### src/rtl/demux_1to4_stream.sv
// demux_1to4_stream: registered 1-to-NUM_OUT valid/ready demultiplexer with one entry per channel.
// Define DEMUX_ERR_CNT_EN to add err_count, a saturating count of illegal-select drops.
//
// state    | meaning
// ST_EMPTY | channel holds no entry, out_valid[k] low
// ST_FULL  | channel holds an entry, out_valid[k] high
module demux_1to4_stream #(
  parameter int WIDTH   = 8,
  parameter int NUM_OUT = 4
) (
  input  logic                     clk,
  input  logic                     rst_n,
  input  logic [WIDTH-1:0]         in_data,
  input  logic [2:0]               in_sel,
  input  logic                     in_valid,
  output logic                     in_ready,
  output logic [NUM_OUT*WIDTH-1:0] out_data,
  output logic [NUM_OUT-1:0]       out_valid,
  input  logic [NUM_OUT-1:0]       out_ready,
  output logic                     sel_err
`ifdef DEMUX_ERR_CNT_EN
  ,
  output logic [7:0]               err_count
`endif
);

  typedef enum logic {ST_EMPTY = 1'b0, ST_FULL = 1'b1} ch_state_t;

  ch_state_t          state_q [NUM_OUT];
  ch_state_t          state_d [NUM_OUT];
  logic [WIDTH-1:0]   data_q  [NUM_OUT];
  logic               sel_legal;
  logic               accept;
  logic [NUM_OUT-1:0] load;
  logic [NUM_OUT-1:0] drain;

  assign sel_legal = ({1'b0, in_sel} < 4'(NUM_OUT));

  // Illegal selects match no channel and are always accepted so they can be dropped.
  always_comb begin
    in_ready = 1'b1;
    for (int k = 0; k < NUM_OUT; k++) begin
      if (in_sel == 3'(k)) in_ready = !out_valid[k] || out_ready[k];
    end
  end

  assign accept = in_valid && in_ready;

  always_comb begin
    load  = '0;
    drain = '0;
    for (int k = 0; k < NUM_OUT; k++) begin
      load[k]  = accept && sel_legal && (in_sel == 3'(k));
      drain[k] = out_valid[k] && out_ready[k];
    end
  end

  always_ff @(posedge clk or negedge rst_n) begin
    if (!rst_n) begin
      for (int k = 0; k < NUM_OUT; k++) state_q[k] <= ST_EMPTY;
    end else begin
      for (int k = 0; k < NUM_OUT; k++) state_q[k] <= state_d[k];
    end
  end

  // A load wins over a drain, so a channel refilled while draining stays full.
  always_comb begin
    for (int k = 0; k < NUM_OUT; k++) begin
      state_d[k] = state_q[k];
      case (state_q[k])
        ST_EMPTY: if (load[k]) state_d[k] = ST_FULL;
        ST_FULL:  if (!load[k] && drain[k]) state_d[k] = ST_EMPTY;
        default:  state_d[k] = ST_EMPTY;
      endcase
    end
  end

  always_comb begin
    out_valid = '0;
    out_data  = '0;
    for (int k = 0; k < NUM_OUT; k++) begin
      out_valid[k]                = (state_q[k] == ST_FULL);
      out_data[k*WIDTH +: WIDTH]  = data_q[k];
    end
  end

  always_ff @(posedge clk or negedge rst_n) begin
    if (!rst_n) begin
      for (int k = 0; k < NUM_OUT; k++) data_q[k] <= '0;
    end else begin
      for (int k = 0; k < NUM_OUT; k++) begin
        if (load[k]) data_q[k] <= in_data;
      end
    end
  end

  always_ff @(posedge clk or negedge rst_n) begin
    if (!rst_n) sel_err <= 1'b0;
    else        sel_err <= accept && !sel_legal;
  end

`ifdef DEMUX_ERR_CNT_EN
  // Counts on the same edge that raises sel_err, holding at 8'hFF.
  always_ff @(posedge clk or negedge rst_n) begin
    if (!rst_n) begin
      err_count <= 8'h00;
    end else if (accept && !sel_legal && (err_count != 8'hFF)) begin
      err_count <= err_count + 8'd1;
    end
  end
`endif

endmodule

### config.mk
export PLATFORM = sky130hd
export DESIGN_NAME = demux_1to4_stream
export DESIGN_NICKNAME = d
export VERILOG_FILES = /design/src/rtl/demux_1to4_stream.sv
export SDC_FILE = /design/constraint.sdc
export NUM_CORES = 1
export LEC_CHECK = 0
export ABC_AREA = 0
export CAP_MARGIN = 0
export CORE_UTILIZATION = 40
export CTS_BUF_LIST = sky130_fd_sc_hd__clkbuf_2
export CTS_CLUSTER_SIZE = 25
export DETAILED_ROUTE_END_ITERATION = 12
export PLACE_DENSITY = 0.81
export SLEW_MARGIN = 0
export SYNTH_ARGS = -nofsm -noshare
export SYNTH_HDL_FRONTEND = slang
export SYNTH_SLANG_ARGS = --single-unit
### constraint.sdc
create_clock -name clk -period 1.3 [get_ports clk]
set_input_delay 0.26 -clock clk [delete_from_list [all_inputs] [get_ports clk]]
set_output_delay 0.26 -clock clk [all_outputs]
set_load 0.02 [all_outputs]
==> impl_metrics.tcl <==
set metrics [dict create \
    leakage_uw 0.00112 \
    syn_nets 107 \
    dp.cells 203 \
    status "complete, but fails checks" \
    finalWorstSetupSlack_ps -668 \
    synth.avg_cell_area_sq_um 16.3 \
    dp_hpwl_microns 2510 \
    avgViaCountPerCell 4.81 \
    cp_slowest_cell "mux4_2" \
    area_delta_synth_final_pct 57.7 \
    crit_path_start "in_sel[1]" \
    p_sw_frac 0.315 \
    synth_compound_area_frac 0.00692 \
    final_nets 195 \
    antenna_found_initial 0 \
    grt_max_degree 24 \
    first_global_vias 1207 \
    drtIter0Drc 39 \
    p_sw_uw 1050 \
    vias 1078 \
    dr.pass1.iters 4 \
    clock.fmax_mhz 508 \
    min_path_type "primary input to asynchronous set/reset pin" \
    power_density_nw_per_um2 1460 \
    ios 56 \
    worstMarginPinSlew_ps 374 \
    cp-start-kind "primary input" \
    yosys.area_share.adder 0 \
    drc 0 \
    diodes 0 \
    wl_per_cell_microns 16.6 \
    synthMuxAreaShare 0.265 \
    synth_area_sq_um 1450 \
    finalClockSkew_ps 22.1 \
    routed_wl_microns 3720 \
    worst_setup_path_end_kind "output pin" \
    insertion_delay_ps 370 \
    relSlewSlack 0.751 \
    clock_sinks 37 \
    required_ps 1040 \
    path_class "primary input to output pin" \
    synthCells 89 \
    final.period_utilization 1.51 \
    grt_setup_unrepaired "yes" \
    violations "setup timing" \
    period_needed_ps 1970 \
    crit_path_end "in_ready" \
    io_buffers 55 \
    grt_usage 0.215 \
    numCtsBuffers 5 \
    finalNonFillerCells 224 \
    place.gp.congestion 0.791 \
    r2r_end "out_data[6]" \
    ys_ff_latch 37 \
    grt_overflow 0 \
    hold-worst-slack_ps 305 \
    comb_power_share 0.341 \
    die_y_microns 62.1 \
    synth-xor-area-share 0 \
    die_area_sq_um 3860 \
    clkPwrFrac 0.208 \
    r2r_cells 5 \
    synth.distinct_cells 17 \
    core_sq_um 3390 \
    yosys_warnings 0 \
    slew_violations 0 \
    ant_nets 0 \
    rows 21 \
    critPathMaxStageDelay_ps 510 \
    crit_path_max_fanout 3 \
    r2r_slack_ps -260 \
    yosysSeqAreaShare 0.640 \
    cts_tree "done" \
    synth_simple_gate_area_frac 0.0822 \
    grt_pass1_wl_microns 6190 \
    cts_buffer_depth 2 \
    initial_utilization 0.427 \
    seqPwrFrac 0.451 \
    cts-root-buf "clkbuf_2" \
    max_cap_violations 0 \
    synth_top_family_by_area "multiplexers" \
    finalSetupViolations 28 \
    p_int_uw 2280 \
    dieWidth_microns 62.1 \
    ir_drop_v 0.000800 \
    htreeDepth 2 \
    clk_pin_slew_worst_paths_ps 190 \
    cp_cell_sequence "clkdlybuf4s50_1 > inv_1 > mux4_2 > or2_4 > buf_6" \
    r2r-start "out_valid[0]" \
    hold_viol 0 \
    drive_gt1_frac 0.657 \
    worstPathArrival_ps 1710 \
]
==> placed cells by master, fill, tap and decap left out <==
| master | n |
|---|---|
| o21ai_0 | 2 |
| buf_4 | 16 |
| clkbuf_2 | 6 |
| or2_4 | 1 |
| nand4_1 | 1 |
| bufinv_16 | 1 |
| and4_4 | 1 |
| nor2b_4 | 2 |
| dlygate4sd3_1 | 1 |
| clkinv_2 | 1 |
| and2_1 | 1 |
| buf_12 | 1 |
| nor4b_4 | 1 |
| mux2_4 | 18 |
| nand2b_4 | 1 |
| mux2_2 | 14 |
| buf_6 | 12 |
| mux4_2 | 1 |
| buf_2 | 36 |
| dlygate4sd2_1 | 1 |
| inv_1 | 1 |
| dfrtp_1 | 33 |
| dfrtp_2 | 4 |
| nand2_1 | 2 |
| nand4b_1 | 1 |
| nand2b_1 | 3 |
| clkdlybuf4s50_1 | 15 |
| or2_2 | 1 |
==> critical path, delay by kind of cell <==
kind	cells	cell delay (ps)
buffers and inverters	3	690
multiplexers	1	510
AND/OR/NAND/NOR	1	240
==> power by group through the flow <==
| stage | logic [uW] | clock network, uW | registers (uW) |
|---|---|---|---|
| after floorplan | 238 | 0 | 1810 |
| after global placement | 1150 | 0 | 1520 |
| after detailed placement | 1180 | 0 | 1530 |
| after CTS | 1100 | 714 | 1500 |
| after global routing | 1210 | 773 | 1530 |
| final | 1140 | 691 | 1500 |
==> Yosys cell counts (all sizes together) <==
master	number	area, sq um
nand4	1	6.26
nand4b	1	8.76
nand2b	4	25.0
mux4	1	22.5
nor4b	1	23.8
and4	1	8.76
inv	1	3.75
nand2	2	7.51
o21ai	2	10.0
and2	1	6.26
nor2b	2	20.0
buf	1	5.00
or2	2	12.5
mux2	32	360
dfrtp	37	926
==> metrics by stage <==
step           area [sq um]  setup WS (ps)  total power, uW  setup TNS [ps]   util
3_5_place_dp           2180          -1040             2710          -15660  0.643
4_1_cts                2230           -668             3310           -3780  0.658
3_3_place_gp           2180          -1020             2670          -15190  0.643
6_report               2280           -668             3330           -3720  0.673
5_1_grt                2280           -756             3510           -5280  0.673
2_1_floorplan          1470           -224             2050           -2140      -
==> worst min-delay path by stage <==
stage               start      endpoint  slack (ps)
floorplan           rst_n   out_data[0]         -40
global placement    rst_n  out_data[17]         180
detailed placement  rst_n  out_data[17]         190
CTS                 rst_n  out_data[17]         290
global route        rst_n   out_data[1]         280
finish              rst_n   out_data[1]         310
==> sequential cells by signal (all words and copies together), names as in the netlist <==
signal	cells
out_data	32
out_valid	4
sel_err	1
==> repair_timing <==
item	in CTS	in global routing
buffers inserted	10	5
endpoints found under the hold margin	14	0
pin swaps	0	2
resized for setup	178	10
endpoints found under the setup margin	60	40
hold buffers	1	0
==> logic make-up (layout without fill, tap and decap cells) <==
logic type	Yosys count	in the layout
buf+inv	2	91
simple gates	15	15
compound gates	2	2
mux	33	33
flops	37	37
==> final cells by class <==
| cell class | instances | area (sq um) |
|---|---|---|
| clock inverters | 2 | 35.0 |
| repair buffers | 82 | 624 |
| inverters | 1 | 3.75 |
| fillers | 266 | 1110 |
| multi-input cells | 50 | 599 |
| well taps | 46 | 57.6 |
| flip-flops and latches | 37 | 931 |
| clock buffers | 6 | 30.0 |
==> routing by layer <==
metal	wire, microns	global-route usage
met1	1680	0.274
met2	1860	0.348
met3	145	0.0680
met4	34	0.0727
met5	0	0
(Power assumes the default switching activity.)
